<file path="config.mk">
export PLATFORM = sky130hd
export DESIGN_NAME = itrx_aib_aux_rx_filt
export DESIGN_NICKNAME = d
export VERILOG_FILES = /design/src/rtl/itrx_aib_aux_rx_filt.sv
export SDC_FILE = /design/constraint.sdc
export NUM_CORES = 1
export LEC_CHECK = 0
export BUFFER_PORTS_ARGS = -buffer_cell sky130_fd_sc_hd__buf_2
export CAP_MARGIN = 20
export CORE_AREA = 2 2 62 64
export DETAILED_ROUTE_END_ITERATION = 16
export DIE_AREA = 0 0 64 66
export GPL_ROUTABILITY_DRIVEN = 0
export SYNTH_ARGS = -nofsm -noshare
export SYNTH_HDL_FRONTEND = slang
export SYNTH_SLANG_ARGS = --single-unit
</file>
<file path="constraint.sdc">
create_clock -name clk -period 2.2 [get_ports clk]
set_input_delay 0.44 -clock clk [delete_from_list [all_inputs] [get_ports clk]]
set_output_delay 0.44 -clock clk [all_outputs]
set_load 0.01 [all_outputs]
</file>
<file path="src/rtl/itrx_aib_aux_rx_filt.sv">
// itrx_aib_aux_rx_filt
//
// Core-side receiver for one AIB AUX sideband level coming down from the IO
// (vcc) domain. The input is already level-shifted; this block only synchronises
// it into clk, rejects pulses shorter than filt_len cycles, and forces aux_out to
// RST_VAL while the IO supply is not good.
//
// Ports:
//   clk         core clock, rising edge
//   rst_n       asynchronous active-low reset
//   aux_in      AUX level, asynchronous to clk
//   pwr_ok      IO supply good, asynchronous to clk
//   filt_len    filter length in clk cycles (0 behaves as 1), quasi-static
//   aux_out     filtered AUX level
//   aux_rise    one-cycle pulse on each accepted 0->1 of aux_out
//   aux_fall    one-cycle pulse on each accepted 1->0 of aux_out
//   aux_stable  high while tracking a qualified level
module itrx_aib_aux_rx_filt #(
    parameter int unsigned SYNC_STAGES = 2,
    parameter int unsigned FILT_W      = 8,
    parameter logic        RST_VAL     = 1'b0
) (
    input  logic              clk,
    input  logic              rst_n,
    input  logic              aux_in,
    input  logic              pwr_ok,
    input  logic [FILT_W-1:0] filt_len,
    output logic              aux_out,
    output logic              aux_rise,
    output logic              aux_fall,
    output logic              aux_stable
);

    typedef enum logic [1:0] {StGated, StAcquire, StTrack} state_e;

    logic [SYNC_STAGES-1:0] in_sync_q;
    logic [SYNC_STAGES-1:0] pok_sync_q;
    logic                   sync_in;
    logic                   pok_s;

    state_e            state_q, state_d;
    logic [FILT_W-1:0] cnt_q, cnt_d;
    logic              cand_q, cand_d;
    logic              out_q, out_d;
    logic              rise_q, rise_d;
    logic              fall_q, fall_d;
    logic              stable_q, stable_d;

    logic [FILT_W-1:0] len_eff;
    logic [FILT_W:0]   cnt_inc;
    logic              len_hit;
    logic [FILT_W-1:0] cnt_sat;

    // Synchronisers. Input chain resets to the safe level, pwr_ok chain to "not good".
    always_ff @(posedge clk or negedge rst_n) begin
        if (!rst_n) begin
            in_sync_q  <= {SYNC_STAGES{RST_VAL}};
            pok_sync_q <= '0;
        end else begin
            in_sync_q  <= {in_sync_q[SYNC_STAGES-2:0], aux_in};
            pok_sync_q <= {pok_sync_q[SYNC_STAGES-2:0], pwr_ok};
        end
    end

    assign sync_in = in_sync_q[SYNC_STAGES-1];
    assign pok_s   = pok_sync_q[SYNC_STAGES-1];

    // Compare against the live filt_len so a shrink takes effect on the next edge.
    assign len_eff = (filt_len == '0) ? FILT_W'(1) : filt_len;
    assign cnt_inc = {1'b0, cnt_q} + (FILT_W + 1)'(1);
    assign len_hit = (cnt_inc >= {1'b0, len_eff});
    assign cnt_sat = (&cnt_q) ? cnt_q : cnt_q + FILT_W'(1);

    always_comb begin
        state_d = state_q;
        cnt_d   = cnt_q;
        cand_d  = cand_q;
        out_d   = out_q;
        rise_d  = 1'b0;
        fall_d  = 1'b0;

        if (!pok_s) begin
            // Supply loss overrides everything; the forced change is silent.
            state_d = StGated;
            cnt_d   = '0;
            cand_d  = RST_VAL;
            out_d   = RST_VAL;
        end else begin
            unique case (state_q)
                StGated: begin
                    state_d = StAcquire;
                    cnt_d   = '0;
                    cand_d  = RST_VAL;
                    out_d   = RST_VAL;
                end
                StAcquire: begin
                    if (sync_in != cand_q) begin
                        cand_d = sync_in;
                        cnt_d  = FILT_W'(1);
                    end else if (len_hit) begin
                        // Initial load after power-up is not an edge event.
                        out_d   = cand_q;
                        cnt_d   = '0;
                        state_d = StTrack;
                    end else begin
                        cnt_d = cnt_sat;
                    end
                end
                StTrack: begin
                    if (sync_in == out_q) begin
                        cnt_d = '0;
                    end else if (len_hit) begin
                        out_d  = sync_in;
                        cnt_d  = '0;
                        rise_d = sync_in;
                        fall_d = ~sync_in;
                    end else begin
                        cnt_d = cnt_sat;
                    end
                end
                default: begin
                    state_d = StGated;
                    cnt_d   = '0;
                    cand_d  = RST_VAL;
                    out_d   = RST_VAL;
                end
            endcase
        end

        stable_d = (state_d == StTrack);
    end

    always_ff @(posedge clk or negedge rst_n) begin
        if (!rst_n) begin
            state_q  <= StGated;
            cnt_q    <= '0;
            cand_q   <= RST_VAL;
            out_q    <= RST_VAL;
            rise_q   <= 1'b0;
            fall_q   <= 1'b0;
            stable_q <= 1'b0;
        end else begin
            state_q  <= state_d;
            cnt_q    <= cnt_d;
            cand_q   <= cand_d;
            out_q    <= out_d;
            rise_q   <= rise_d;
            fall_q   <= fall_d;
            stable_q <= stable_d;
        end
    end

    assign aux_out    = out_q;
    assign aux_rise   = rise_q;
    assign aux_fall   = fall_q;
    assign aux_stable = stable_q;

endmodule
</file>
==> results of run 1 <==
==> cells in the final DEF, fill, tap and decap left out, types with 2 or more instances in the layout <==
master    netlist  routed
dfrtp_1        19      19
buf_4           0      19
buf_2           3      15
ha_1           13      12
inv_1          10      10
nand2_1        10      10
a21oi_1         9       7
and3_1         10       7
xor2_1          3       3
nand3_1         5       3
xnor2_1         6       3
xnor2_2         0       3
and3_4          0       3
a21oi_2         1       3
clkbuf_4        0       3
nand3_2         0       2
a21o_1          2       2
o21ai_0         2       2
nor2_1          2       2
nand2b_1        2       2
==> state kept, by name, indices dropped and copies added, names as in the netlist <==
signal	count
state_q	2
cand_q	1
pok_sync_q	2
cnt_q	8
aux_out	1
aux_fall	1
aux_stable	1
in_sync_q	2
aux_rise	1
==> worst max-delay path by stage <==
stage | start | to | cells past startpoint
global placement | cnt_q[3] | state_q[0] | 10
CTS | cnt_q[4] | aux_out | 10
floorplan | cnt_q[3] | aux_out | 10
global route | cnt_q[2] | aux_stable | 10
detailed placement | cnt_q[3] | state_q[0] | 10
finish | cnt_q[2] | aux_stable | 10
==> per-layer routing <==
metal	vias to the layer above	routed length [um]
met3	4	91
met2	20	1290
met4	0	48
li1	483	-
met5	-	0
met1	470	1150
==> cells by family after synthesis <==
kind of cell	count (synthesis)	synth area share, %
and+or+nand+nor	42	21.4
xor gates and xnor gates	9	6.74
buffers and inverters	13	4.49
AOI/OAI and AO/OA	22	12.8
DFF	19	40.6
adders and majority gates	13	13.9
==> worst max-delay path: cells and delay by family, from the launching register on <==
family,cells,cell delay [ns]
AOI/OAI and AO/OA,4,0.81
and+or+nand+nor,3,0.50
DFF,1,0.38
adders and majority gates,1,0.29
xor gates and xnor gates,1,0.24
buffers and inverters,1,0.17
==> through the flow <==
step,setup TNS (ns),area (um2),cells,setup slack (ns)
6_report,-2.97,1570,202,-0.271
5_1_grt,-4.29,1570,202,-0.372
4_1_cts,-2.57,1520,199,-0.242
3_5_place_dp,-2.47,1420,193,-0.298
3_3_place_gp,-1.62,1420,193,-0.208
2_1_floorplan,-0.535,1180,118,-0.0721
==> area by class of cell <==
type | count | area, um2
inverters | 10 | 37.5
clock buffers | 3 | 22.5
multi-input cells | 86 | 737
flip-flops and latches | 19 | 475
fillers | 330 | 1980
clock inverters | 1 | 5.00
well taps | 48 | 60.1
repair buffers | 35 | 229
==> timing repair <==
item | 4_1_cts | 5_1_grt
setup endpoints to repair | 13 | 14
gates resized for setup | 10 | 5
pin swaps | 11 | 6
buffers inserted | 4 | 3
==> power by group through the flow <==
| stage | logic (mW) | registers [mW] | clock network, mW |
|---|---|---|---|
| 2_1_floorplan | 0.0478 | 0.368 | 0 |
| 3_3_place_gp | 0.0808 | 0.371 | 0 |
| 3_5_place_dp | 0.0838 | 0.371 | 0 |
| 4_1_cts | 0.0898 | 0.365 | 0.189 |
| 5_1_grt | 0.102 | 0.366 | 0.210 |
| 6_report | 0.0905 | 0.365 | 0.180 |
==> flow_summary.ini, run 1 <==
[job]
cap_violations = 0

[pwr]
power.share.clock_pct = 28.3
ir_drop_uv = 243
power.internal_uw = 467
p_sw_share_pct = 26.5
p_leak_nw = 0.837
seq_power_share_pct = 57.4
power_density_nw_per_um2 = 406
combPwrFrac_pct = 14.2
p_total_uw = 635
p_switching_uw = 168

[synthesis]
ys.flop_type = dfrtp_1
yosysSeqAreaShare_pct = 40.6
yosysMostFrequentCell = dfrtp_1
yosys-top-cells-area = dfrtp_1 (41%), ha_1 (14%), and3_1 (5.3%)
synthTopCellsByCount = dfrtp_1 (19), ha_1 (13), and3_1 (10), inv_1 (10), nand2_1 (10)
synth_top_area_cell = dfrtp_1
synthesis.nets = 143
async_flop_share_pct = 100
yosys.area.top_type_share_pct = 40.6
yosysWarnings = 0
synth_edf_count = 0
synthCells = 118
syn_area_per_cell_um2 = 9.91
synth.distinct_cells = 35
synth-seq-cells = 19
netlist_area_um2 = 1170

[detailed_routing]
drt-vias-per-instance = 4.84
routed_wl_um = 2580
wl_per_cell_um = 12.7
postRouteAntennaNets = 0
drt_iter0_drc = 20
num_vias = 977
dr.pass1.iters = 4
drc = 0

[clock_tree]
path_clk_slew_ns = 0.11
clock_latency_ns = 0.31
htreeDepth = 1
cts_root_buffer = clkbuf_4
clock-sinks = 19
cts_tree = done
hold_buffers = 0
clk_path_buf_depth = 2
cts_inserted_buffers = 3

[global_route]
grtUsageMet3_pct = 3.92
grt_use_total_pct = 12.7
grt_pass1_wl_um = 4100
grt_max_degree = 20
grtUsageMet1_pct = 14.4
top_usage_layer = met2
grt_pass1_vias = 939
grt-ovfl-total = 0
grt_use_met2_pct = 21.9
grt_antenna_before_repair = 0

[sta]
setup_violations = 13
tightest_slew_ns = 0.531
rsz0062_at_grt = yes
min_period_over_period_pct = 112
whs_ns = 0.0460
fmax_mhz = 405
slew_viol_final = 0
setup_slack_ns = -0.271
period_needed_ns = 2.47
fin_skew_ns = 0.00658
hold_viol = 0
slew-limit-headroom_pct = 64.6

[final_layout]
fin_nets = 180
fin_util_pct = 44.1
drive_above_1_share_pct = 40.3
areaGrowthSynthToFinish_pct = 33.9
antennaDiodeCount = 0

[floorplan]
coreArea_um2 = 3550
start_util_pct = 32.9
die_area_um2 = 4220
die_y_um = 66
rows = 22
ioPinCount = 16
dieWidth_um = 64

[placement]
dp_hpwl_um = 1850
io_buffers = 15

[outcome]
status = complete, but fails checks
violations = negative setup slack

[worst_setup_path]
r2r_setup_slack_ns = -0.27
endpoint_kind = flip-flop
critPathMaxFanout = 5
r2r_cells = 10
path_class = reg -> reg
path_cells = and4_4, nand4_1, xnor2_1, ha_1, and3_4, a221o_1, a211oi_4, buf_4, a21bo_2, a21oi_2
timing.rr.end = aux_stable
cp.required_ns = 2.41
arrival_ns = 2.68
cp-start-kind = flip-flop
r2r-start = cnt_q[2]
cpMaxStageDelayCell = dfrtp_1
cp_slowest_stage_delay_ns = 0.38

[worst_hold_path]
hold_class = in -> async
Note: power is estimated with default switching activity, not from simulation.
==> run 2: changes to the inputs <==
- SKIP_LAST_GASP: unset -> 1
==> flow_summary.ini, run 2 (synthesis gave the netlist of run 1 again) <==
[outcome]
status = complete, but fails checks
violations = negative setup slack

[worst_setup_path]
arrival_ns = 2.68
path_class = reg -> reg
cp-start-kind = flip-flop
r2r_setup_slack_ns = -0.27
critPathMaxFanout = 5
cp.required_ns = 2.41
endpoint_kind = flip-flop
r2r_cells = 10
r2r-start = cnt_q[2]
timing.rr.end = aux_stable

[clock_tree]
clock_latency_ns = 0.31
cts_tree = done
hold_buffers = 0
path_clk_slew_ns = 0.11
htreeDepth = 1
cts_inserted_buffers = 3
clock-sinks = 19
cts_root_buffer = clkbuf_4
clk_path_buf_depth = 2

[placement]
dpl_worst_slack_ns = -0.298
dp_hpwl_um = 1850
io_buffers = 15

[final_layout]
fin_util_pct = 44.1
fin_nets = 180
fill_cells = 330
drive_above_1_share_pct = 40.3
largest_reg_flops = 8
top_register = cnt_q
final_cell_mix = dfrtp_1 (19), buf_4 (19), buf_2 (15)
areaGrowthSynthToFinish_pct = 33.9
antennaDiodeCount = 0

[floorplan]
die_area_um2 = 4220
ioPinCount = 16
rows = 22
die_y_um = 66
dieWidth_um = 64
start_util_pct = 32.9
coreArea_um2 = 3550

[detailed_routing]
drt_iter0_drc = 20
drt-vias-per-instance = 4.84
dr.pass1.iters = 4
num_vias = 977
routed_wl_um = 2580
drc = 0
postRouteAntennaNets = 0
wl_per_cell_um = 12.7

[sta]
period_needed_ns = 2.47
fmax_mhz = 405
tightest_slew_ns = 0.531
hold_viol = 0
whs_ns = 0.0460
setup_slack_ns = -0.271
setup_violations = 13
rsz0062_at_grt = yes
slew-limit-headroom_pct = 64.6
fin_skew_ns = 0.00658
slew_viol_final = 0
min_period_over_period_pct = 112

[worst_hold_path]
hold_class = in -> async

[pwr]
power_density_nw_per_um2 = 406
p_total_uw = 635
ir_drop_uv = 243
p_leak_nw = 0.837

[global_route]
grt-ovfl-total = 0
grt_pass1_wl_um = 4100
grt_pass1_vias = 939
grt_use_total_pct = 12.7
grt_max_degree = 20
grt_antenna_before_repair = 0

[job]
cap_violations = 0
[run 2: repair_timing]
action,4_1_cts,5_1_grt
gates cloned,0,0
setup buffers,4,3
resized for setup,10,5
endpoints found under the setup margin,13,14
pin swaps,11,6
[run 2: metal layers]
metal  routed length (um)  share of wire, %  track usage, %
met5                    0                 0               0
met2                 1290                50            21.9
met1                 1150                45            14.4
met3                   91               3.5            3.92
met4                   48               1.9            5.98
[run 2: cell type report]
cell class	instances	area, um2	share of cell area [%]
Clock inverter	1	5.00	0.319
Inverter	10	37.5	2.40
Timing Repair Buffer	35	229	14.6
Clock buffer	3	22.5	1.44
Sequential cell	19	475	30.4
Tap cell	48	60.1	3.83
Multi-Input combinational cell	86	737	47.0
[run 2: power breakdown]
part / total, mW / switching [mW] / internal (mW)
logic: 0.0905 / 0.0470 / 0.0435
registers: 0.365 / 0.00901 / 0.356
clock network: 0.180 / 0.112 / 0.0679
total: 0.635 / 0.168 / 0.467
[run 2: worst max path at each step]
stage	start	end	slack, ns
final	cnt_q[2]	aux_stable	-0.27
after global routing	cnt_q[2]	aux_stable	-0.37
after CTS	cnt_q[4]	aux_out	-0.24
after detailed placement	cnt_q[3]	state_q[0]	-0.30
after global placement	cnt_q[3]	state_q[0]	-0.21
after floorplan	cnt_q[3]	aux_out	-0.07
[run 2: critical path: stages (launching register included)]
cell	delay, ns
dfrtp_1	0.38
and4_4	0.24
nand4_1	0.10
xnor2_1	0.24
ha_1	0.29
and3_4	0.16
a221o_1	0.35
a211oi_4	0.28
buf_4	0.17
a21bo_2	0.13
a21oi_2	0.05
[run 2: stage by stage]
| step | instance area (um2) | setup TNS (ns) | instances |
|---|---|---|---|
| after floorplan | 1180 | -0.535 | 118 |
| after global placement | 1420 | -1.62 | 193 |
| after detailed placement | 1420 | -2.47 | 193 |
| after CTS | 1520 | -2.57 | 199 |
| after global routing | 1570 | -4.29 | 202 |
| final | 1570 | -2.97 | 202 |
==> run 3: changes to the inputs <==
- TNS_END_PERCENT: unset -> 30
==> flow_summary.ini, run 3 (synthesis gave the netlist of run 1 again) <==
[outcome]
violations = negative setup slack
status = complete, but fails checks

[final_layout]
antennaDiodeCount = 0
largest_reg_flops = 8
stdcell_count = 207
design_area_um2 = 1580
final_cell_mix = buf_4 (25), dfrtp_1 (19), buf_2 (15)
top_register = cnt_q
drive_above_1_share_pct = 40.9
final_common_cell = buf_4
areaGrowthSynthToFinish_pct = 34.9
fin_nets = 185
fin_util_pct = 44.4

[floorplan]
die_y_um = 66
die_area_um2 = 4220
rows = 22
coreArea_um2 = 3550
start_util_pct = 32.9
ioPinCount = 16
dieWidth_um = 64

[pwr]
p_sw_share_pct = 26.2
seq_power_share_pct = 57.6
p_total_uw = 632
power_density_nw_per_um2 = 401
power.internal_uw = 466
combPwrFrac_pct = 14.3
ir_drop_uv = 407
power.share.clock_pct = 28.1
p_leak_nw = 0.864
p_switching_uw = 166

[sta]
fmax_mhz = 394
setup_violations = 13
period_needed_ns = 2.54
slew_viol_final = 0
slew-limit-headroom_pct = 67.6
tightest_slew_ns = 0.486
fin_skew_ns = 0.00326
hold_viol = 0
setup_slack_ns = -0.340
rsz0062_at_grt = yes
min_period_over_period_pct = 115
whs_ns = 0.0674

[worst_setup_path]
critPathMaxFanout = 6
endpoint_kind = flip-flop
cp.required_ns = 2.45
cp_slowest_stage_delay_ns = 0.39
path_cells = and4_4, nand2_2, xnor2_2, ha_1, a21o_1, a221o_1, a211oi_4, buf_4, or4_4, nor2b_4
arrival_ns = 2.79
cp-start-kind = flip-flop
path_class = reg -> reg
cpMaxStageDelayCell = dfrtp_1

[placement]
dp_hpwl_um = 2060
dp.cells = 201
post_dp_cell_area_um2 = 1480
io_buffers = 15

[clock_tree]
clk_path_buf_depth = 2
path_clk_slew_ns = 0.11
hold_buffers = 0
clock-sinks = 19
clock_latency_ns = 0.30
cts_inserted_buffers = 3
htreeDepth = 1
cts_root_buffer = clkbuf_4
cts_tree = done

[worst_hold_path]
hold_class = in -> async

[detailed_routing]
postRouteAntennaNets = 0
drt-vias-per-instance = 4.98
dr.pass1.iters = 4
routed_wl_um = 2740
drt_iter0_drc = 29
wl_per_cell_um = 13.2
drc = 0
num_vias = 1031

[global_route]
grt_antenna_before_repair = 0
grt-ovfl-total = 0
grt_max_degree = 20
grt_pass1_vias = 1054
grt_pass1_wl_um = 4620
grt_use_total_pct = 14.2

[job]
cap_violations = 0
run 3: cell types whose count changed in the layout (fill, tap and decap cells not counted):
cell and delta:
a21oi_1 +1, a21oi_2 -1, and3_1 +1, and3_4 -1, buf_4 +6, buf_6 -1, ha_2 +1, ha_4 -1
nand2_1 -1, nand2_2 +1, nor4b_1 +1, nor4b_2 -1
run 3: routing by layer:
| metal | track usage [%] | share of wire [%] |
|---|---|---|
| met5 | 0 | 0 |
| met4 | 7.61 | 4.6 |
| met3 | 4.09 | 4.1 |
| met2 | 24.7 | 51 |
| met1 | 15.6 | 40 |
run 3: power groups by stage:
stage               sequential, mW  clock (mW)  combinational (mW)
global placement             0.371           0              0.0810
finish                       0.364       0.177              0.0903
CTS                          0.364       0.192              0.0870
detailed placement           0.371           0              0.0846
floorplan                    0.368           0              0.0478
global route                 0.366       0.204               0.102
run 3: final timing paths:
kind,slack (ns),startpoint,end,depth (start not counted)
hold / removal,0.07,rst_n,in_sync_q[0],1
max in group asynchronous,1.82,rst_n,cnt_q[1],1
hold reg to reg,0.37,in_sync_q[0],in_sync_q[1],0
min in group clk,0.23,aux_in,in_sync_q[0],1
setup reg to reg,-0.34,cnt_q[2],state_q[0],10
setup / recovery,-0.34,cnt_q[2],state_q[0],10
run 3: what timing repair did:
item                       CTS  global route
setup buffers                2             1
setup endpoints to repair   13            14
resized for setup            8             3
pin swaps                    1             9
run 3: cell type report:
| cell class | instances | area (um2) |
|---|---|---|
| clock buffers | 3 | 22.5 |
| flip-flops and latches | 19 | 475 |
| well taps | 48 | 60.1 |
| inverters | 10 | 37.5 |
| multi-input cells | 86 | 714 |
| fillers | 358 | 1970 |
| repair buffers | 40 | 263 |
| clock inverters | 1 | 5.00 |
run 3: critical path, delay by kind of cell, from the launching register on:
family / cells / cell delay (ns)
AOI/OAI and AO/OA: 3 / 0.90
and+or+nand+nor: 4 / 0.55
DFF: 1 / 0.39
adders and majority gates: 1 / 0.32
buffers and inverters: 1 / 0.18
xor gates and xnor gates: 1 / 0.15
run 3: per-stage QoR:
stage          setup slack (ns)  setup TNS [ns]
6_report                 -0.340           -3.63
5_1_grt                  -0.451           -5.30
4_1_cts                  -0.261           -2.72
3_5_place_dp             -0.271           -2.75
3_3_place_gp             -0.213           -2.02
2_1_floorplan           -0.0723          -0.542
